--- config.mk ---
export PLATFORM = sky130hd
export DESIGN_NAME = ram_mm_arbiter
export DESIGN_NICKNAME = d
export VERILOG_FILES = /design/src/rtl/ram_mm_pkg.sv /design/src/rtl/ram_mm_req_fifo.sv /design/src/rtl/ram_mm_arbiter.sv
export SDC_FILE = /design/constraint.sdc
export NUM_CORES = 1
export LEC_CHECK = 0
export ABC_CLOCK_PERIOD_IN_PS = 2900
export BUFFER_PORTS_ARGS = -buffer_cell sky130_fd_sc_hd__buf_2
export CAP_MARGIN = 20
export CORE_ASPECT_RATIO = 0.7
export CORE_MARGIN = 2
export CORE_UTILIZATION = 59
export CTS_CLUSTER_SIZE = 40
export DETAILED_ROUTE_END_ITERATION = 8
export GPL_TIMING_DRIVEN = 0
export HOLD_SLACK_MARGIN = 0.12
export PLACE_DENSITY_LB_ADDON = 0.2
export RECOVER_POWER = 100
export REMOVE_ABC_BUFFERS = 1
export SLEW_MARGIN = 15
export SYNTH_ARGS = -nofsm -noshare
export SYNTH_HDL_FRONTEND = slang
export SYNTH_SLANG_ARGS = --single-unit
--- constraint.sdc ---
create_clock -name clk_clk -period 2.9 [get_ports clk_clk]
set_input_delay 0.435 -clock clk_clk [delete_from_list [all_inputs] [get_ports clk_clk]]
set_output_delay 0.435 -clock clk_clk [all_outputs]
set_load 0.01 [all_outputs]
--- src/rtl/ram_mm_pkg.sv ---
// ---------------------------------------------------------------------------
// ram_mm_pkg
// Shared constants and the request record for the on-chip RAM arbiter slice.
//   RAM_MM_AW / RAM_MM_DW / RAM_MM_BW : default word address, data and
//                                       byte-enable widths
//   ram_mm_req_t                      : one queued request
//                                       {write, address, writedata, byteenable}
// ---------------------------------------------------------------------------
package ram_mm_pkg;

    localparam int unsigned RAM_MM_AW = 13;
    localparam int unsigned RAM_MM_DW = 32;
    localparam int unsigned RAM_MM_BW = RAM_MM_DW / 8;

    typedef struct packed {
        logic                 write;
        logic [RAM_MM_AW-1:0] address;
        logic [RAM_MM_DW-1:0] writedata;
        logic [RAM_MM_BW-1:0] byteenable;
    } ram_mm_req_t;

endpackage

--- src/rtl/ram_mm_req_fifo.sv ---
// ---------------------------------------------------------------------------
// ram_mm_req_fifo
// Per-channel request queue, DEPTH entries (power of 2, >= 2), W bits wide.
//   clk, rst_n      : clock, asynchronous active-low reset (clears pointers)
//   push, push_data : enqueue request
//   pop, pop_data   : dequeue; pop_data shows the head entry (first-word
//                     fall-through)
//   full, empty     : level flags, decoded from registered pointers only
// ---------------------------------------------------------------------------
module ram_mm_req_fifo #(
    parameter int unsigned DEPTH = 4,
    parameter int unsigned W     = 8
) (
    input  logic         clk,
    input  logic         rst_n,
    input  logic         push,
    input  logic [W-1:0] push_data,
    input  logic         pop,
    output logic [W-1:0] pop_data,
    output logic         full,
    output logic         empty
);

    localparam int unsigned PW = $clog2(DEPTH);

    logic [W-1:0] mem [DEPTH];
    // One extra wrap bit distinguishes full from empty when the indices match.
    logic [PW:0]  wr_ptr;
    logic [PW:0]  rd_ptr;
    logic         do_push;
    logic         do_pop;

    assign empty    = (wr_ptr == rd_ptr);
    assign full     = (wr_ptr[PW] != rd_ptr[PW]) &&
                      (wr_ptr[PW-1:0] == rd_ptr[PW-1:0]);
    assign do_pop   = pop && !empty;
    // A push against a full queue still lands when the head leaves the same cycle.
    assign do_push  = push && (!full || do_pop);
    assign pop_data = mem[rd_ptr[PW-1:0]];

    always_ff @(posedge clk or negedge rst_n) begin
        if (!rst_n) begin
            wr_ptr <= '0;
            rd_ptr <= '0;
        end else begin
            if (do_push) wr_ptr <= wr_ptr + 1'b1;
            if (do_pop)  rd_ptr <= rd_ptr + 1'b1;
        end
    end

    always_ff @(posedge clk) begin
        if (do_push) mem[wr_ptr[PW-1:0]] <= push_data;
    end

endmodule

--- src/rtl/ram_mm_arbiter.sv ---
// ---------------------------------------------------------------------------
// ram_mm_arbiter
// Round-robin arbiter sharing one on-chip RAM slave between N_CH requesters.
// Each channel has its own request FIFO; one FIFO is granted per cycle and
// its head entry is issued as a registered RAM command. Read returns are
// routed back through an RD_LAT-deep {valid, channel} shift register.
//   clk_clk, reset_reset_n : clock, asynchronous active-low reset
//   ch_valid/ch_ready      : per-channel request handshake
//   ch_write, ch_address, ch_writedata, ch_byteenable : packed request fields
//   ch_rvalid, ch_readdata : one-hot read-return strobe, shared read data
//   ram_mm_*               : registered command bus to the RAM slave,
//                            ram_mm_readdata returns from it
// ---------------------------------------------------------------------------
module ram_mm_arbiter
    import ram_mm_pkg::*;
#(
    parameter int unsigned N_CH   = 4,
    parameter int unsigned AW     = RAM_MM_AW,
    parameter int unsigned DW     = RAM_MM_DW,
    parameter int unsigned DEPTH  = 4,
    parameter int unsigned RD_LAT = 1
) (
    input  logic               clk_clk,
    input  logic               reset_reset_n,
    input  logic [N_CH-1:0]    ch_valid,
    output logic [N_CH-1:0]    ch_ready,
    input  logic [N_CH-1:0]    ch_write,
    input  logic [N_CH*AW-1:0] ch_address,
    input  logic [N_CH*DW-1:0] ch_writedata,
    input  logic [N_CH*(DW/8)-1:0] ch_byteenable,
    output logic [N_CH-1:0]    ch_rvalid,
    output logic [DW-1:0]      ch_readdata,
    output logic [AW-1:0]      ram_mm_address,
    output logic               ram_mm_chipselect,
    output logic               ram_mm_clken,
    output logic               ram_mm_write,
    output logic [DW-1:0]      ram_mm_writedata,
    output logic [DW/8-1:0]    ram_mm_byteenable,
    input  logic [DW-1:0]      ram_mm_readdata
);

    localparam int unsigned BW = DW / 8;
    localparam int unsigned CW = (N_CH > 1) ? $clog2(N_CH) : 1;

    typedef struct packed {
        logic          write;
        logic [AW-1:0] address;
        logic [DW-1:0] writedata;
        logic [BW-1:0] byteenable;
    } req_t;

    localparam int unsigned RW = $bits(req_t);

    logic [N_CH-1:0] fifo_full;
    logic [N_CH-1:0] fifo_empty;
    logic [N_CH-1:0] push_en;
    logic [N_CH-1:0] pop_en;
    logic [RW-1:0]   pop_data [N_CH];

    logic [CW-1:0]   rr_ptr;
    logic [CW-1:0]   grant_id;
    logic            grant_any;
    req_t            gnt_req;
    logic [CW-1:0]   cmd_id;

    logic [RD_LAT-1:0]    rd_vld;
    logic [RD_LAT*CW-1:0] rd_id;
    logic                 ret_vld;
    logic [CW-1:0]        ret_id;

    // ---------------------------------------------------------------- FIFOs
    assign ch_ready = ~fifo_full;
    assign push_en  = ch_valid & ~fifo_full;

    for (genvar g = 0; g < N_CH; g++) begin : g_ch
        ram_mm_req_fifo #(
            .DEPTH (DEPTH),
            .W     (RW)
        ) u_fifo (
            .clk       (clk_clk),
            .rst_n     (reset_reset_n),
            .push      (push_en[g]),
            .push_data ({ch_write[g],
                         ch_address[g*AW +: AW],
                         ch_writedata[g*DW +: DW],
                         ch_byteenable[g*BW +: BW]}),
            .pop       (pop_en[g]),
            .pop_data  (pop_data[g]),
            .full      (fifo_full[g]),
            .empty     (fifo_empty[g])
        );
    end

    // ------------------------------------------------------------- arbiter
    // Scan from rr_ptr upward (mod N_CH); first non-empty FIFO wins.
    always_comb begin : arb
        int unsigned idx;
        idx       = 0;
        grant_any = 1'b0;
        grant_id  = '0;
        for (int unsigned i = 0; i < N_CH; i++) begin
            idx = (32'(rr_ptr) + i) % N_CH;
            if (!grant_any && !fifo_empty[CW'(idx)]) begin
                grant_any = 1'b1;
                grant_id  = CW'(idx);
            end
        end
    end

    always_comb begin
        pop_en = '0;
        if (grant_any) pop_en[grant_id] = 1'b1;
    end

    assign gnt_req = req_t'(pop_data[grant_id]);

    // ------------------------------------------------------ RAM command bus
    always_ff @(posedge clk_clk or negedge reset_reset_n) begin
        if (!reset_reset_n) begin
            rr_ptr            <= '0;
            cmd_id            <= '0;
            ram_mm_clken      <= 1'b0;
            ram_mm_chipselect <= 1'b0;
            ram_mm_write      <= 1'b0;
            ram_mm_address    <= '0;
            ram_mm_writedata  <= '0;
            ram_mm_byteenable <= '0;
        end else begin
            ram_mm_clken      <= 1'b1;
            ram_mm_chipselect <= grant_any;
            ram_mm_write      <= grant_any & gnt_req.write;
            cmd_id            <= grant_id;
            // Address/data/byteenable hold their last values while idle.
            if (grant_any) begin
                rr_ptr            <= (32'(grant_id) == N_CH - 1) ? '0 : grant_id + 1'b1;
                ram_mm_address    <= gnt_req.address;
                ram_mm_writedata  <= gnt_req.writedata;
                ram_mm_byteenable <= gnt_req.byteenable;
            end
        end
    end

    // ------------------------------------------------ read-return pipeline
    // Stage 0 captures the read command visible on the bus this cycle, so
    // the last stage lines up with the RAM's data RD_LAT cycles later.
    always_ff @(posedge clk_clk or negedge reset_reset_n) begin
        if (!reset_reset_n) begin
            rd_vld <= '0;
            rd_id  <= '0;
        end else begin
            rd_vld <= RD_LAT'({rd_vld, ram_mm_chipselect & ~ram_mm_write});
            rd_id  <= (RD_LAT*CW)'({rd_id, cmd_id});
        end
    end

    assign ret_vld = rd_vld[RD_LAT-1];
    assign ret_id  = rd_id[(RD_LAT-1)*CW +: CW];

    always_comb begin
        ch_rvalid   = '0;
        ch_readdata = '0;
        if (ret_vld) begin
            ch_rvalid[ret_id] = 1'b1;
            ch_readdata       = ram_mm_readdata;
        end
    end

endmodule

==> run summary <==
RUN STATUS
---------------------------------------------------------------------------
Outcome                                                        finished with violations
Failing checks                                                 negative setup slack

TIMING
---------------------------------------------------------------------------
Worst slack on hold paths                                          0.235 ns
Upper clock frequency limit                                         342 MHz
Final setup violation count                                               2
Slew at the pin with the worst max-slew slack                       1.24 ns
Slew HR                                                               0.170
Setup tns final                                                  -0.0383 ns
Final Slew Violations                                                     0
Max Clock Skew                                                    0.0157 ns
Final worst setup slack                                          -0.0234 ns
Final period utilization                                               1.01
Final worst path period need                                        2.92 ns
Hold violation count in the final report                                  0

CRITICAL PATH
---------------------------------------------------------------------------
CP Max Fanout                                                            29
FF-to-FF path depth                                                       9
Delay of the slowest cell on the worst path                         0.50 ns
Path length in cells of the critical path                                 9
Chain of cells forming the critical path                       buf_16 > xor2_1 > or3_4 > a311oi_4 > buf_4 > nor2_4 > buf_4 > o21ai_0 > a32oi_1
Most used cell, CP                                             sky130_fd_sc_hd__buf_4
Buf/Inv on CP                                                             3
Endpoint type of the worst setup path                                  flop
Start-to-end type of the worst setup path                      flop to flop
Critical path's top delay family                               compound AO/OA/AOI/OAI gates
Worst Path Arrival                                                  3.40 ns
Slowest stage cell on the critical path                        sky130_fd_sc_hd__dfrtp_4
Type of origin of the critical path                                    flop
Required time of the critical path                                  3.37 ns

LAYOUT
---------------------------------------------------------------------------
Number of filler cells placed in the layout                            3396
Seq. cell area                                                    26100 µm²
Final layout net count                                                 2509
Fraction of final layout cells sized beyond drive strength 1          0.224
Post-route cell area                                              42000 µm²
Area delta synth->final                                               22.6%
Combined area of the multi-input logic cells                       7790 µm²

CLOCK NETWORK
---------------------------------------------------------------------------
Max Buffers Root-to-Sink                                                  3
Clock latency at the later pin of the worst-skew pair               0.62 ns
Clock transition at path regs                                       0.07 ns
CTS H-Tree Depth                                                          3
Number of buffers created by CTS                                         79
Clock tree root driver cell                                    sky130_fd_sc_hd__clkbuf_16
TritonCTS clock tree                                                   done
Num Clock Sinks                                                         883

FLOW RUN
---------------------------------------------------------------------------
Total of max-cap violations                                               0

POWER
---------------------------------------------------------------------------
Maximum VDD drop                                                    1.03 mV
Internal portion of total power                                     31.0 mW
Clock group share of total power                                      0.221
Switching Share                                                       0.355
Power spent charging and discharging nets                           17.1 mW
Power per cell area                                             1150 nW/µm²
Combinational fraction of design power                                0.392
Leakage power figure                                                14.1 nW
Power Total                                                         48.2 mW
Sequential share of power                                             0.387

YOSYS
---------------------------------------------------------------------------
Most numerous cell in the Yosys netlist                        sky130_fd_sc_hd__edfxtp_1
Synth cell types                                                         53
Ys async rst share                                                   0.0940
Number of synthesized flops with an enable pin                          800
Ranking of synthesized cells by instance count                 sky130_fd_sc_hd__edfxtp_1 (800), sky130_fd_sc_hd__mux4_2 (200), sky130_fd_sc_hd__nand2_1 (112)
Post-synthesis cell area                                          34200 µm²
Synth Flop Type                                                sky130_fd_sc_hd__edfxtp_1
Most area-hungry cell type in the Yosys netlist                sky130_fd_sc_hd__edfxtp_1
Register area share after synthesis                                   0.762
Synth top area share                                                  0.702
Post-synthesis instance total                                          1655
Total of warnings raised by yosys                                         0
Post-synthesis average cell area                                   20.7 µm²
Number of flip-flops and latches in the synthesized netlist             883
Leading cell types by total area after synthesis               sky130_fd_sc_hd__edfxtp_1 (70%), sky130_fd_sc_hd__mux4_2 (13%), sky130_fd_sc_hd__dfrtp_1 (6.1%), sky130_fd_sc_hd__a32oi_1 (1.3%), sky130_fd_sc_hd__nand2_1 (1.2%)

FLOORPLAN
---------------------------------------------------------------------------
Vertical die dimension                                               206 µm
Number of top-level pins                                                330
Die area                                                          60000 µm²
Horizontal die dimension                                             292 µm
Row Count                                                                73
Core area                                                         57100 µm²
Effective utilization at floorplan                                    0.600

GLOBAL ROUTE
---------------------------------------------------------------------------
Remaining Overflow, GRT                                                   0
Maximum number of pins on one net before global-route repair             53
Combined global-route utilization of all metal layers                 0.292
Vias in the first global route                                        19400
Initial antenna violation count                                          10
Wire length of the first global-routing pass                      125000 µm

PLACED DESIGN
---------------------------------------------------------------------------
Number of port buffers                                                  329
Post-Place Cell Area                                              37300 µm²
Detailed-placement wirelength estimate                             52100 µm
Routability congestion estimate                                       0.818
Post-placement worst setup slack                                   -2.06 ns

ROUTING
---------------------------------------------------------------------------
Detailed-route wire length                                         86200 µm
Via-per-instance ratio                                                 6.21
Vias                                                                  19100
Antenna Nets Post-Route                                                   0
Number of iterations in the first detailed-routing pass                   6
Iteration-0 DRC Markers                                                1980
Average wire per cell in the routed design                          28.0 µm
Number of DRC violations after detailed routing                           0

WORST HOLD PATH
---------------------------------------------------------------------------
Worst hold stages                                                         3
Worst hold path class                                          input pin to flop

==> metrics by stage <==
step	util	cells
final	0.736	3072
after global routing	0.735	3070
after floorplan	-	1554
after global placement	0.636	2633
after CTS	0.741	3038
after detailed placement	0.653	2666
==> power groups by stage <==
stage	clock network, mW	logic [mW]	registers [mW]
floorplan	0	9.27	19.6
global placement	0	13.5	20.4
detailed placement	0	16.3	19.4
CTS	10.7	18.5	18.8
global route	11.2	19.9	18.9
finish	10.6	18.9	18.7
==> final timing paths <==
check                                    startpoint                       end  slack (ns)
setup / recovery           g_ch[3].u_fifo.rd_ptr[0]         ram_mm_address[3]       -0.02
hold / removal                          ch_valid[1]  g_ch[1].u_fifo.wr_ptr[0]        0.24
setup reg to reg           g_ch[3].u_fifo.rd_ptr[0]         ram_mm_address[3]       -0.02
hold reg to reg                           cmd_id[0]                  rd_id[0]        0.35
max in group asynchronous             reset_reset_n  g_ch[1].u_fifo.rd_ptr[0]        0.58
min in group asynchronous             reset_reset_n      ram_mm_writedata[22]        0.62
==> sequential cells by signal, indices dropped and copies added, names as in the netlist <==
signal and count:
ram_mm_address 13, g_ch.u_fifo.wr_ptr 12, ram_mm_byteenable 4, g_ch.u_fifo.rd_ptr 12, ram_mm_write 1, ram_mm_chipselect 1
rr_ptr 2, rd_id 2, rd_vld 1, cmd_id 2, ram_mm_clken 1, g_ch.u_fifo.mem 800
ram_mm_writedata 32
==> cells in the final DEF (no fill, tap or decap), drive strengths merged, types with 49 or more instances in the layout <==
cell,synthesis,routed
edfxtp,800,800
clkbuf,77,391
dlygate4sd3,0,201
mux4,200,200
buf,24,125
nand2,113,115
dfrtp,83,83
o21ai,54,54
a32oi,50,50
a22oi,49,49
a21boi,49,49
==> worst register-to-register path, delay by kind of cell, from the launching register on <==
family	cells	cell delay, ns
buffers and inverters	3	0.60
and+or+nand+nor	2	0.60
xor gates and xnor gates	1	0.21
DFF	1	0.50
AOI/OAI and AO/OA	3	0.87
==> per-layer routing <==
layer / global-route usage / part of all wire
met1: 0.407 / 0.38
met2: 0.466 / 0.49
met3: 0.0653 / 0.098
met4: 0.103 / 0.033
met5: 0 / 0.00039
==> final cells by class <==
| type | instances | share of cell area |
|---|---|---|
| diodes | 7 | 0.000417 |
| clock buffers | 110 | 0.0537 |
| clock inverters | 36 | 0.00876 |
| inverters | 12 | 0.00152 |
| multi-input cells | 664 | 0.185 |
| flip-flops and latches | 883 | 0.622 |
| well taps | 750 | 0.0223 |
| repair buffers | 609 | 0.105 |
| repair inverters | 1 | 0.000387 |
==> cells by family (layout without fill, tap and decap cells) <==
family	after synthesis	in the layout	share of synthesized area
fa+ha+maj	21	21	0.00767
other cells	1	8	0.000110
xor+xnor	28	28	0.00760
flops	883	883	0.762
compound gates	211	213	0.0450
simple gates	193	196	0.0277
buf+inv	113	768	0.0164
mux	205	205	0.133
==> what timing repair did <==
action / in CTS / in global routing
resized for setup: 37 / 11
pin swaps: 6 / 4
cloned: 8 / 1
endpoints found under the setup margin: 68 / 45
hold buffers: 201 / 0
setup buffers: 17 / 26
hold endpoints to repair: 835 / 0
No activity file was read; power rests on OpenSTA's default activity.
